--- config.mk ---
export PLATFORM = sky130hd
export DESIGN_NAME = pipeline_hazard_ctrl
export DESIGN_NICKNAME = d
export VERILOG_FILES = /design/src/rtl/pipeline_hazard_ctrl.sv
export SDC_FILE = /design/constraint.sdc
export NUM_CORES = 1
export LEC_CHECK = 0
export CORE_ASPECT_RATIO = 1.1
export CORE_MARGIN = 2
export CORE_UTILIZATION = 51
export CTS_BUF_LIST = sky130_fd_sc_hd__clkbuf_8
export DETAILED_ROUTE_END_ITERATION = 8
export PLACE_DENSITY = 0.86
export SLEW_MARGIN = 15
export SYNTH_ARGS = -nofsm -noshare
export SYNTH_HDL_FRONTEND = slang
export SYNTH_SLANG_ARGS = --single-unit
--- constraint.sdc ---
create_clock -name clk -period 2.91 [get_ports clk]
set_input_delay 0.7275 -clock clk [delete_from_list [all_inputs] [get_ports clk]]
set_output_delay 0.7275 -clock clk [all_outputs]
set_load 0.02 [all_outputs]
--- src/rtl/pipeline_hazard_ctrl.sv ---
// Hazard and sequencing control for Decode/Execute and later stages.
// Optional EX operand forwarding: define HAZARD_FORWARD_EN.
module pipeline_hazard_ctrl #(
    parameter int REG_AW  = 5,
    parameter int MUL_LAT = 4
) (
    input  logic              clk,
    input  logic              rst,
    input  logic              id_valid,
    input  logic [REG_AW-1:0] id_src1,
    input  logic [REG_AW-1:0] id_src2,
    input  logic              id_use1,
    input  logic              id_use2,
    input  logic [REG_AW-1:0] id_dest,
    input  logic              id_wb_en,
    input  logic              id_mem_r_en,
    input  logic              id_multi,
    input  logic              br_taken,
    output logic              stall_if,
    output logic              stall_id,
    output logic              idex_bubble,
    output logic              exe_hold,
    output logic              flush_ifid,
    output logic [1:0]        fwd_a_sel,
    output logic [1:0]        fwd_b_sel,
    output logic              busy
);

    localparam int               CNT_W    = 4;
    localparam logic [CNT_W-1:0] CNT_LOAD = CNT_W'(MUL_LAT - 2);

    typedef struct packed {
        logic              valid;
        logic              wb_en;
        logic [REG_AW-1:0] dest;
    } slot_t;

    typedef enum logic {IDLE = 1'b0, BUSY = 1'b1} state_t;

    slot_t            ex_q, ex_d, mem_q, mem_d, wb_q, wb_d;
    state_t           state_q, state_d;
    logic [CNT_W-1:0] cnt_q, cnt_d;
    logic             busy_st, data_hazard, ex_enter, issue_multi;

`ifdef HAZARD_FORWARD_EN
    // Source operands of the EX instruction and load flags are only needed
    // when forwarding is in play.
    logic              ex_load_q, ex_load_d, mem_load_q, mem_load_d;
    logic [REG_AW-1:0] ex_src1_q, ex_src1_d, ex_src2_q, ex_src2_d;
    logic              ex_use1_q, ex_use1_d, ex_use2_q, ex_use2_d;
`endif

    function automatic logic hits(input slot_t s, input logic [REG_AW-1:0] src,
                                  input logic rd);
        return s.valid && s.wb_en && rd && (src != '0) && (s.dest == src);
    endfunction

`ifdef HAZARD_FORWARD_EN
    function automatic logic [1:0] fwd_pick(input logic [REG_AW-1:0] src,
                                            input logic rd, input slot_t m,
                                            input logic m_load, input slot_t w);
        if (hits(m, src, rd) && !m_load) return 2'd1;
        if (hits(w, src, rd))            return 2'd2;
        return 2'd0;
    endfunction
`endif

    assign busy_st = (state_q == BUSY);

    always_comb begin
        data_hazard = 1'b0;
        if (id_valid) begin
`ifdef HAZARD_FORWARD_EN
            data_hazard = ex_load_q && (hits(ex_q, id_src1, id_use1) ||
                                        hits(ex_q, id_src2, id_use2));
`else
            // No regfile write-through: wait until the producer has left WB.
            data_hazard = hits(ex_q,  id_src1, id_use1) || hits(ex_q,  id_src2, id_use2) ||
                          hits(mem_q, id_src1, id_use1) || hits(mem_q, id_src2, id_use2) ||
                          hits(wb_q,  id_src1, id_use1) || hits(wb_q,  id_src2, id_use2);
`endif
        end
    end

    assign ex_enter    = id_valid && !idex_bubble;
    assign issue_multi = ex_enter && id_multi && !exe_hold;

    // FSM state register (scoreboard shares the clock edge)
    always_ff @(posedge clk) begin
        state_q <= state_d;
        cnt_q   <= cnt_d;
        ex_q    <= ex_d;
        mem_q   <= mem_d;
        wb_q    <= wb_d;
`ifdef HAZARD_FORWARD_EN
        ex_load_q  <= ex_load_d;
        mem_load_q <= mem_load_d;
        ex_src1_q  <= ex_src1_d;
        ex_src2_q  <= ex_src2_d;
        ex_use1_q  <= ex_use1_d;
        ex_use2_q  <= ex_use2_d;
`endif
    end

    // FSM next state
    always_comb begin
        state_d = state_q;
        cnt_d   = cnt_q;
        case (state_q)
            IDLE: if (issue_multi) begin
                state_d = BUSY;
                cnt_d   = CNT_LOAD;
            end
            BUSY: if (cnt_q == '0) state_d = IDLE;
                  else             cnt_d   = cnt_q - 1'b1;
            default: state_d = IDLE;
        endcase
        if (rst) begin
            state_d = IDLE;
            cnt_d   = '0;
        end
    end

    // FSM outputs and hazard controls
    always_comb begin
        stall_if    = 1'b0;
        stall_id    = 1'b0;
        idex_bubble = 1'b0;
        exe_hold    = 1'b0;
        flush_ifid  = 1'b0;
        fwd_a_sel   = 2'd0;
        fwd_b_sel   = 2'd0;
        busy        = 1'b0;
        if (!rst) begin
            busy = busy_st;
            if (br_taken) begin
                flush_ifid  = 1'b1;
                idex_bubble = 1'b1;
            end else if (busy_st) begin
                exe_hold = 1'b1;
                stall_if = 1'b1;
                stall_id = 1'b1;
            end else if (data_hazard) begin
                stall_if    = 1'b1;
                stall_id    = 1'b1;
                idex_bubble = 1'b1;
            end
`ifdef HAZARD_FORWARD_EN
            // While busy the operands latched in Decode/Execute are kept.
            if (!busy_st) begin
                fwd_a_sel = fwd_pick(ex_src1_q, ex_use1_q, mem_q, mem_load_q, wb_q);
                fwd_b_sel = fwd_pick(ex_src2_q, ex_use2_q, mem_q, mem_load_q, wb_q);
            end
`endif
        end
    end

    // Scoreboard advance: EX/MEM freeze on hold while WB drains to invalid.
    always_comb begin
        ex_d  = ex_q;
        mem_d = mem_q;
        wb_d  = '0;
`ifdef HAZARD_FORWARD_EN
        ex_load_d  = ex_load_q;
        mem_load_d = mem_load_q;
        ex_src1_d  = ex_src1_q;
        ex_src2_d  = ex_src2_q;
        ex_use1_d  = ex_use1_q;
        ex_use2_d  = ex_use2_q;
`endif
        if (!exe_hold) begin
            wb_d  = mem_q;
            mem_d = ex_q;
            ex_d  = '0;
            if (ex_enter) ex_d = '{valid: 1'b1, wb_en: id_wb_en, dest: id_dest};
`ifdef HAZARD_FORWARD_EN
            mem_load_d = ex_load_q;
            {ex_load_d, ex_src1_d, ex_src2_d, ex_use1_d, ex_use2_d} = '0;
            if (ex_enter)
                {ex_load_d, ex_src1_d, ex_src2_d, ex_use1_d, ex_use2_d} =
                    {id_mem_r_en, id_src1, id_src2, id_use1, id_use2};
`endif
        end
        if (rst) begin
            ex_d  = '0;
            mem_d = '0;
            wb_d  = '0;
`ifdef HAZARD_FORWARD_EN
            {ex_load_d, mem_load_d, ex_src1_d, ex_src2_d, ex_use1_d, ex_use2_d} = '0;
`endif
        end
    end

endmodule

Word level (Yosys, flattened, before mapping)
Cells that the tools add are included.
Word-level totals
  flip-flop bits (word level): 26
  input bits: 24
  output and inout port bits: 10
  logic and storage cells: 78
Cells by class
  add/subtract/negate cells: 1
  eq/ne operators: 8
  multiplexer cells: 21
  bitwise operators: 1
  reductions and logical operators: 36
Operator list (count)
  equality test 5 bit: 6
  logical AND 1 bit: 24
  2-to-1 mux 1 bit: 16
  nonzero test 5 bit: 2
  2-to-1 mux 4 bit: 2
  case mux 4 bit (2 select lines): 1
  2-to-1 mux 7 bit: 1
  logical OR 1 bit: 5
  zero test 4 bit: 1
  != test 2 bit, second input constant: 2
  subtractor 4 x 1 -> 4 bit, second input constant: 1
  zero test 1 bit: 2
  case mux 1 bit (2 select lines): 1
  AND reduction 2 bit: 1
  OR reduction 2 bit: 1
  inverter 1 bit: 1

Longest topological paths before layout
Gate-level depths: netlist of the first run.
  depth after elaboration: 20
  depth in mapped cells: 8
  depth with buffers taken out: 7

Worst setup path before layout of the first run
OpenSTA, ideal clock, no wires.
  kind: input -> output
  start: in id_src2[4]
  end: out stall_if
  data arrival time: 2.290 ns
  required time: 2.183 ns
  slack: -0.107 ns
  stages on the path: 8
  path buffers: 2
  cell sequence: xor2_1 nor4_1 nand4_1 a31oi_1 nor2_2 buf_6 o31ai_2 buf_4
On the way
  cells in the longest elaborated chain, start to end: 13
  elaborated cells on any way between the ends: 20
  classes of those cells: eq/ne: 3; mux: 5; reduce/logical: 12
Ends and longest elaborated chain
  start: declaration: RTL line 11  | input logic [REG_AW-1:0] id_src2,
  nonzero test 5 bit: RTL line 55  | return s.valid && s.wb_en && rd && (src != '0) && (s.dest == src);
  logical AND 1 bit (2 in a row): RTL line 55
  logical OR 1 bit (2 in a row): RTL line 78  | data_hazard = hits(ex_q, id_src1, id_use1) || hits(ex_q, id_src2, id_use2) ||
  logical OR 1 bit (2 in a row): RTL line 79  | hits(mem_q, id_src1, id_use1) || hits(mem_q, id_src2, id_use2) ||
  logical OR 1 bit *: RTL line 80  | hits(wb_q, id_src1, id_use1) || hits(wb_q, id_src2, id_use2);
  2-to-1 mux 1 bit *: RTL line 72  | if (id_valid) begin
  2-to-1 mux 1 bit * (4 in a row)
  end: declaration: RTL line 19  | output logic stall_if,
Every way passes the cells marked *; elsewhere a longest branch is shown, timed or not.

Final worst setup path of the first run
  start: in id_src1[1]
  end: out stall_if
On the way
  cells in the longest elaborated chain, start to end: 13
  elaborated cells on any way between the ends: 20
  classes of those cells: eq/ne: 3; mux: 5; reduce/logical: 12
Ends and longest elaborated chain
  start: declaration: RTL line 10  | input logic [REG_AW-1:0] id_src1,
  nonzero test 5 bit: RTL line 55
  logical AND 1 bit (2 in a row): RTL line 55
  logical OR 1 bit (2 in a row): RTL line 78
  logical OR 1 bit: RTL line 79
  logical OR 1 bit *: RTL line 79
  logical OR 1 bit *: RTL line 80
  2-to-1 mux 1 bit *: RTL line 72
  2-to-1 mux 1 bit *: RTL line 143  | end else if (data_hazard) begin
  2-to-1 mux 1 bit *: RTL line 139  | end else if (busy_st) begin
  2-to-1 mux 1 bit *: RTL line 136  | if (br_taken) begin
  2-to-1 mux 1 bit *: RTL line 134  | if (!rst) begin
Marked as above.

==> flow_summary.yaml, run 1 <==
flow_run:
  cap_violations: 0
clocking:
  cts.htree.levels: 1
  clock_path_buffers: 2
  cts_tree: "built"
  cts-root-buf: "clkbuf_8"
  cts_inserted_buffers: 3
  clock_latency_ns: 0.27
  path_clk_slew_ns: 0.08
  cts_sinks: 26
power:
  powerDensity_nw_per_um2: 383
  p_leak_uw: 0.000875
  ir_drop_mv: 0.280
placed_design:
  post-place-ws_ns: -0.980
  dpl.hpwl_mm: 2.56
  port_buffers: 28
  gp_congestion: 0.912
setup_path:
  r2r_slack_ns: 0.84
  crit_path_end_kind: "output port"
  reg2reg_depth: 8
  setup.worst_path.end: "stall_if"
  start_kind: "input port"
  crit_start: "id_src1[1]"
  worst-setup-path-type: "input port to output port"
  required_ns: 2.18
  cp.arrival_ns: 2.23
  rr_endpoint: "busy_st$_SDFF_PP0_"
  cp_max_fo: 4
  r2r-start: "ex_q[2]$_SDFFE_PP0N_"
layout:
  layout_common_cells: "dfxtp_1 (26), xor2_1 (22), buf_4 (16)"
  final_common_cell: "dfxtp_1"
  drive_above_1_share: 0.253
  fillers: 198
  areaGrowthSynthToFinish_pct: 34.7
  post-route-util: 0.717
  diodes: 0
  fin_nets: 216
timing:
  min_period_over_period: 1.02
  max_freq_mhz: 339
  finalSetupTns_ns: -0.129
  rsz0062_at_grt: "yes"
  slew_viol_final: 0
  whs_ns: 0.531
  min_period_ns: 2.95
  hold_viol_final: 0
  worst_clock_skew_ns: 0.00317
  layout_setup_ws_ns: -0.0437
  setup_violations: 3
global_route:
  overflow: 0
  antenna_found_initial: 0
  grt_max_degree: 16
  grtUsageTotal: 0.237
  grt_pass1_vias: 1294
  grt_pass1_wl_mm: 5.64
yosys:
  synth_edf_count: 0
  yosysWarnings: 0
  netlist_area_um2: 1450
  yosysTopAreaCell: "dfxtp_1"
  synth_area_leaders: "dfxtp_1 (36%), xor2_1 (15%), and2_1 (5.6%)"
  async_flop_share: 0
  syn_avg_cell_area_um2: 9.55
  synth_top_area_share: 0.359
  yosysSeqAreaShare: 0.359
  yosys_most_used_dff: "dfxtp_1"
  yosys_register_bits: 26
  synth_cell_types: 41
  netlist_instances: 152
floorplan:
  core_area_um2: 2730
  start_util: 0.532
  die_width_um: 54.9
  fp-row-count: 20
  ios: 34
  fp.dieH_um: 60.0
  die_area_um2: 3290
route:
  drtIter0Drc: 22
  ant_nets: 0
  drt_wl_total_mm: 3.55
  wire_per_inst_um: 15.9
  vias: 1294
  remaining_drc_errors: 0
  dr.pass1.iters: 4
  viasPerCell: 5.80
min_path:
  hp-class: "register to register"
  whs_path_depth: 1
status:
  violations: "negative setup slack"
  status: "complete, but fails checks"
==> repair_timing <==
action | CTS | global route
buffers inserted | 2 | 0
cloned | 0 | 0
resized for setup | 73 | 10
hold buffers | 0 | 0
pin swaps | 16 | 8
endpoints found under the setup margin | 3 | 5
==> kinds of logic (layout without fill, tap and decap cells) <==
logic type      Yosys count  count (layout)  synth area share
simple gates             42              42             0.174
xor+xnor                 32              32             0.193
compound gates           31              31             0.194
flops                    26              26             0.359
buf+inv                  19              54            0.0690
fa+ha+maj                 1               1           0.00862
other cells               1               4           0.00258
==> power by group <==
part | internal (µW) | total (µW) | switching (µW) | leakage [µW]
Clock | 121 | 228 | 107 | 0.0000288
Sequential | 367 | 381 | 14.8 | 0.000211
Combinational | 73.6 | 140 | 66.5 | 0.000635
==> sequential cells by signal, indices dropped and copies added (netlist names) <==
name     flops
cnt_q        4
wb_q         7
busy_st      1
ex_q         7
mem_q        7
==> through the flow <==
| step | instances | instance area, µm² | power [µW] |
|---|---|---|---|
| 4_1_cts | 223 | 1910 | 750 |
| 2_1_floorplan | 155 | 1470 | 456 |
| 3_5_place_dp | 217 | 1820 | 522 |
| 3_3_place_gp | 217 | 1820 | 516 |
| 5_1_grt | 223 | 1960 | 781 |
| 6_report | 223 | 1960 | 750 |
==> cells in the mapped netlist, drive strengths merged (2+ instances only) <==
master	number
and2	13
clkbuf	5
xnor2	7
xor2	25
a41o	6
inv	6
o21ai	2
nor3	2
o31a	2
a22o	7
a31oi	2
nand2	4
a21oi	2
nor2	3
a311oi	2
nor2b	2
nor4	6
dfxtp	26
buf	8
or4	2
nand4	6
==> cell type report <==
cell class | count | area (µm²) | share of cell area
tap | 33 | 41.3 | 0.0211
multi-input combinational | 110 | 918 | 0.470
timing repair buffer | 44 | 398 | 0.203
inverter | 6 | 22.5 | 0.0115
clock buffer | 4 | 55.1 | 0.0282
sequential | 26 | 520 | 0.266
==> critical path: stages <==
cell and delay, ns:
buf_8 0.11, xor2_1 0.15, nor4_1 0.35, nand4_1 0.16, a31oi_2 0.27, nor2_4 0.08, o31ai_4 0.22, buf_6 0.16
==> per-layer routing <==
metal	GRT usage	up-vias	share of wire
li1	-	620	-
met1	0.257	624	0.40
met2	0.440	43	0.53
met3	0.0300	7	0.047
met4	0.104	0	0.015
met5	0	-	0
==> worst min path at each step <==
stage,startpoint,endpoint,slack [ns]
3_3_place_gp,mem_q[6]$_SDFFE_PP0N_,wb_q[6]$_SDFF_PP0_,0.50
6_report,mem_q[1]$_SDFFE_PP0N_,wb_q[1]$_SDFF_PP0_,0.53
2_1_floorplan,mem_q[5]$_SDFFE_PP0N_,wb_q[5]$_SDFF_PP0_,0.48
4_1_cts,mem_q[5]$_SDFFE_PP0N_,wb_q[5]$_SDFF_PP0_,0.52
5_1_grt,mem_q[4]$_SDFFE_PP0N_,wb_q[4]$_SDFF_PP0_,0.55
3_5_place_dp,mem_q[5]$_SDFFE_PP0N_,wb_q[5]$_SDFF_PP0_,0.52
Power figures use the tool's default switching activity.
==> run 2, diff against run 1 <==
--- a/config.mk
+++ b/config.mk
@@ -5,12 +5,13 @@
 export SDC_FILE = /design/constraint.sdc
 export NUM_CORES = 1
 export LEC_CHECK = 0
+export CAP_MARGIN = 20
 export CORE_ASPECT_RATIO = 1.1
 export CORE_MARGIN = 2
-export CORE_UTILIZATION = 51
+export CORE_UTILIZATION = 54
 export CTS_BUF_LIST = sky130_fd_sc_hd__clkbuf_8
 export DETAILED_ROUTE_END_ITERATION = 8
-export PLACE_DENSITY = 0.86
+export PLACE_DENSITY = 0.91
 export SLEW_MARGIN = 15
 export SYNTH_ARGS = -nofsm -noshare
 export SYNTH_HDL_FRONTEND = slang
==> constraint.sdc (replaced) <==
create_clock -name clk -period 3.6 [get_ports clk]
set_input_delay 0.9 -clock clk [delete_from_list [all_inputs] [get_ports clk]]
set_output_delay 0.9 -clock clk [all_outputs]
set_load 0.02 [all_outputs]
==> flow_summary.yaml, run 2 (synthesized netlist as in run 1, its figures left out) <==
clocking:
  cts-root-buf: "clkbuf_8"
  cts_inserted_buffers: 3
  cts.htree.levels: 1
  cts_tree: "built"
  cts_sinks: 26
  path_clk_slew_ns: 0.08
  clock_latency_ns: 0.26
  clock_path_buffers: 2
route:
  vias: 1253
  viasPerCell: 5.86
  dr.pass1.iters: 4
  remaining_drc_errors: 0
  drtIter0Drc: 39
  drt_wl_total_mm: 3.61
  ant_nets: 0
  wire_per_inst_um: 16.9
min_path:
  hp-class: "register to register"
  hold_end: "wb_q[6]$_SDFF_PP0_"
  whs_path_depth: 1
  min_from: "mem_q[6]$_SDFFE_PP0N_"
setup_path:
  crit_path_top_delay_cell: "nor4_1"
  r2r_slack_ns: 1.66
  cp_max_fo: 4
  rr_endpoint: "busy_st$_SDFF_PP0_"
  required_ns: 2.70
  crit_path_end_kind: "output port"
  worst-setup-path-type: "input port to output port"
  critPathMaxStageDelay_ns: 0.33
  cp.arrival_ns: 2.62
  start_kind: "input port"
  reg2reg_depth: 7
  worstPathCellList: "clkdlybuf4s15_1 > xor2_1 > nor4_1 > nand4_1 > a31oi_1 > nor2_2 > o31ai_2 > buf_4"
  r2r-start: "mem_q[4]$_SDFFE_PP0N_"
placed_design:
  place_area_um2: 1790
  port_buffers: 28
  gp_congestion: 0.928
  dpl.hpwl_mm: 2.71
timing:
  min_period_over_period: 0.977
  max_slew_margin: 0.357
  rsz0062_at_grt: "no"
  hold_viol_final: 0
  setup_violations: 0
  tightest_slew_ns: 0.964
  slew_viol_final: 0
  worst_clock_skew_ns: 0.00319
  finalSetupTns_ns: 0
  max_freq_mhz: 284
  whs_ns: 0.508
  min_period_ns: 3.52
power:
  internal_power_uw: 445
  power.share.sequential: 0.515
  power_switching_uw: 152
  p_leak_uw: 0.000797
  switching_share: 0.255
  p_total_uw: 597
  ir_drop_mv: 0.252
  clkPwrFrac: 0.310
  powerDensity_nw_per_um2: 325
  pwr-share-comb: 0.175
layout:
  areaGrowthSynthToFinish_pct: 26.5
  layout_common_cells: "dfxtp_1 (26), xor2_1 (25), clkdlybuf4s50_1 (15)"
  diodes: 0
  reg_top3: "ex_q (7), mem_q (7), wb_q (7)"
  drive_above_1_share: 0.164
  post-route-util: 0.728
  final_common_cell: "dfxtp_1"
  finalInstanceArea_um2: 1840
  fin_nets: 209
floorplan:
  die_width_um: 53.4
  fp.dieH_um: 58.4
  fp-row-count: 19
  die_area_um2: 3120
  ios: 34
  start_util: 0.576
  core_area_um2: 2520
global_route:
  antenna_found_initial: 0
  grt_max_degree: 16
  grt_pass1_vias: 1268
  overflow: 0
  grtUsageTotal: 0.246
  grt_pass1_wl_mm: 5.62
status:
  status: "finished clean"
flow_run:
  cap_violations: 0
==> run 2: changes by cell type in the layout (fill, tap and decap cells not counted), moves of 3 or more <==
| cell | change |
|---|---|
| xor2_1 | +3 |
| buf_4 | -5 |
| buf_2 | -4 |
| buf_6 | -6 |
| dlygate4sd2_1 | +7 |
| xor2_2 | -3 |
==> run 2: worst max-delay path: cells and delay by family <==
family / cells / cell delay, ns
simple gates: 3 / 0.57
compound gates: 2 / 0.49
buf+inv: 2 / 0.47
xor+xnor: 1 / 0.20
==> run 2: cell type report <==
class | count | area, µm²
inverter | 6 | 22.5
tap | 31 | 38.8
sequential | 26 | 520
timing repair buffer | 37 | 325
fill | 181 | 684
multi-input combinational | 110 | 873
clock buffer | 4 | 55.1
==> run 2: worst max path at each step <==
stage	from	endpoint	slack, ns	cells after the start
after floorplan	id_src2[4]	stall_if	0.24	8
after global placement	id_src2[0]	stall_if	-0.51	8
after detailed placement	id_src1[4]	stall_id	-0.75	8
after CTS	id_src1[0]	stall_id	0.0004	8
after global routing	id_src1[0]	stall_id	0.005	8
final	id_src1[0]	stall_id	0.08	8
==> run 2: through the flow <==
stage / instances / setup slack, ns
6_report: 214 / 0.0837
3_5_place_dp: 212 / -0.748
4_1_cts: 214 / 0.000363
3_3_place_gp: 212 / -0.510
2_1_floorplan: 155 / 0.238
5_1_grt: 214 / 0.00535
==> run 2: metal layers <==
layer	track usage	part of all wire
met2	0.462	0.53
met4	0.110	0.029
met1	0.276	0.40
met3	0.0178	0.040
met5	0	0
==> run 2: timing repair <==
item,4_1_cts,5_1_grt
setup endpoints to repair,3,3
buffers inserted,0,0
gates resized for setup,31,3
hold buffers,0,0
pin swaps,8,6
==> run 2: power by group through the flow <==
stage	clock [µW]	combinational, µW	sequential (µW)
2_1_floorplan	0	57.6	310
4_1_cts	187	104	307
6_report	185	104	308
3_5_place_dp	0	105	314
5_1_grt	197	112	309
3_3_place_gp	0	99.8	313
==> run 3, diff against run 2 <==
--- a/config.mk
+++ b/config.mk
@@ -5,13 +5,14 @@
 export SDC_FILE = /design/constraint.sdc
 export NUM_CORES = 1
 export LEC_CHECK = 0
+export ABC_AREA = 1
 export CAP_MARGIN = 20
 export CORE_ASPECT_RATIO = 1.1
 export CORE_MARGIN = 2
-export CORE_UTILIZATION = 54
+export CORE_UTILIZATION = 32
 export CTS_BUF_LIST = sky130_fd_sc_hd__clkbuf_8
 export DETAILED_ROUTE_END_ITERATION = 8
-export PLACE_DENSITY = 0.91
+export PLACE_DENSITY = 0.59
 export SLEW_MARGIN = 15
 export SYNTH_ARGS = -nofsm -noshare
 export SYNTH_HDL_FRONTEND = slang
==> flow_summary.yaml, run 3 <==
power:
  internal_power_uw: 503
  switching_share: 0.261
  pwr-share-comb: 0.190
  ir_drop_mv: 0.118
  clkPwrFrac: 0.359
  power_switching_uw: 178
  power.share.sequential: 0.451
  p_leak_uw: 0.000981
  powerDensity_nw_per_um2: 323
  p_total_uw: 681
setup_path:
  worst-setup-path-type: "input port to output port"
  required_ns: 2.70
  start_kind: "input port"
  crit_path_end_kind: "output port"
  r2r_slack_ns: 1.89
  cp_max_fo: 3
  cp.arrival_ns: 2.54
  rr_endpoint: "cnt_q[1]$_SDFFE_PP0P_"
  reg2reg_depth: 14
  r2r-start: "ex_q[0]$_SDFFE_PP0N_"
yosys:
  synth_cell_types: 26
  yosysMostFrequentCell: "nand2_1"
  synth_top_area_share: 0.315
  yosys_most_used_dff: "dfxtp_1"
  synth_edf_count: 0
  yosys_register_bits: 26
  yosysTopAreaCell: "dfxtp_1"
  async_flop_share: 0
  syn_avg_cell_area_um2: 5.91
  yosysWarnings: 0
  synth_area_leaders: "dfxtp_1 (31%), nand2_1 (26%), nor2_1 (8.2%)"
  netlist_instances: 280
  yosysSeqAreaShare: 0.315
  ys_top_cells_by_count: "nand2_1 (113), nor2_1 (36), dfxtp_1 (26), inv_1 (26), a21oi_1 (16)"
  netlist_area_um2: 1650
global_route:
  grt_max_degree: 16
  antenna_found_initial: 0
  grt_pass1_wl_mm: 7.26
  overflow: 0
  grtUsageTotal: 0.155
  grt_pass1_vias: 1739
clocking:
  path_clk_slew_ns: 0.10
  cts-root-buf: "clkbuf_8"
  cts_tree: "built"
  clock_path_buffers: 2
  postCtsHoldBufs: 0
  cts.htree.levels: 1
  clock_latency_ns: 0.27
  cts_inserted_buffers: 3
  post_cts_buffers: 0
  cts_sinks: 26
layout:
  layout_common_cells: "nand2_1 (113), nor2_1 (35), inv_1 (26), dfxtp_1 (26), clkdlybuf4s50_1 (22)"
  reg_top3: "ex_q (7), mem_q (7), wb_q (7)"
  diodes: 0
  fillers: 555
  multi_input_area_um2: 965
  fin_nets: 341
  final-seq-area_um2: 520
  final_common_cell: "nand2_1"
  drive_above_1_share: 0.124
  final_cells: 373
  areaGrowthSynthToFinish_pct: 27.3
  post-route-util: 0.421
min_path:
  hp-class: "register to register"
  whs_path_depth: 1
  hold_end: "cnt_q[0]$_SDFFE_PP0P_"
  min_from: "cnt_q[0]$_SDFFE_PP0P_"
floorplan:
  die_width_um: 72.6
  start_util: 0.331
  fp.dieH_um: 79.4
  fp-row-count: 27
  core_area_um2: 5000
  die_area_um2: 5760
  ios: 34
timing:
  worst_clock_skew_ns: 0.0102
  min_period_over_period: 0.957
  finalSetupTns_ns: 0
  rsz0062_at_grt: "no"
  min_period_ns: 3.44
  slew_viol_final: 0
  setup_violations: 0
  hold_viol_final: 0
  max_freq_mhz: 290
placed_design:
  dp_cells: 369
  gp_congestion: 0.843
  dpl.hpwl_mm: 3.22
  port_buffers: 28
route:
  drtIter0Drc: 34
  remaining_drc_errors: 0
  drt_wl_total_mm: 4.01
  dr.pass1.iters: 4
  vias: 1736
  wire_per_inst_um: 10.8
  viasPerCell: 4.65
  ant_nets: 0
status:
  status: "finished clean"
flow_run:
  cap_violations: 0
==> run 3: cell types whose count changed after synthesis, sizes merged, moves of 15 or more <==
cell   before  now
inv         6   39
nand3       0   16
nor2        3   37
xor2       25    0
a21oi       2   17
nand2       4  114
==> run 3: how the worst max path moves through the flow <==
stage | from | slack (ns) | depth (start not counted) | to
2_1_floorplan | id_src2[0] | 0.48 | 11 | stall_if
3_3_place_gp | id_src1[0] | -0.31 | 12 | stall_if
3_5_place_dp | id_src1[0] | -0.32 | 12 | stall_if
4_1_cts | id_src1[0] | -0.03 | 12 | stall_if
5_1_grt | id_src2[0] | 0.004 | 11 | idex_bubble
6_report | id_src2[0] | 0.16 | 11 | idex_bubble
==> run 3: layout make-up <==
type	count	area share
clock buffer	3	0.0196
clock inverter	1	0.0143
inverter	39	0.0695
multi-input combinational	211	0.458
sequential	26	0.247
tap	58	0.0345
timing repair buffer	35	0.157
==> run 3: through the flow <==
| step | hold slack [ns] | setup WS, ns | cell area (µm²) |
|---|---|---|---|
| floorplan | 0.426 | 0.475 | 1670 |
| global placement | 0.450 | -0.308 | 2030 |
| detailed placement | 0.448 | -0.317 | 2030 |
| CTS | 0.466 | -0.0315 | 2090 |
| global route | 0.493 | 0.00419 | 2110 |
| finish | 0.474 | 0.157 | 2110 |
==> run 3: what timing repair did <==
action / CTS / global route
pin swaps: 0 / 2
gates resized for setup: 5 / 11
endpoints found under the hold margin: 0 / 0
endpoints found under the setup margin: 3 / 3
==> run 3: kinds of logic (layout without fill, tap and decap cells) <==
logic type | count (synthesis) | after routing | synth area share
xor+xnor | 1 | 1 | 0.00530
fa+ha+maj | 1 | 1 | 0.00756
buf+inv | 46 | 78 | 0.116
compound gates | 27 | 27 | 0.0900
simple gates | 178 | 178 | 0.464
other cells | 1 | 4 | 0.00227
flops | 26 | 26 | 0.315
==> run 3: power groups by stage <==
stage	registers, µW	clock network, µW	logic (µW)
after floorplan	311	0	79.7
after global placement	313	0	129
after detailed placement	313	0	129
after CTS	307	248	130
after global routing	309	265	147
final	307	244	129
==> run 3: critical path, stage by stage <==
cell	delay (ns)
clkdlybuf4s50_1	0.44
buf_4	0.16
nor2_2	0.12
nand4_2	0.10
nand2_1	0.10
nor2_1	0.05
nor2_1	0.12
nand3_2	0.14
nand3_4	0.09
nand2_1	0.05
clkdlybuf4s15_1	0.28
==> run 3: layer usage <==
layer | vias up | wire length, µm | global-route usage
li1 | 935 | - | -
met1 | 771 | 2030 | 0.204
met2 | 28 | 1840 | 0.269
met3 | 2 | 120 | 0.0215
met4 | 0 | 16 | 0.0315
met5 | - | 0 | 0
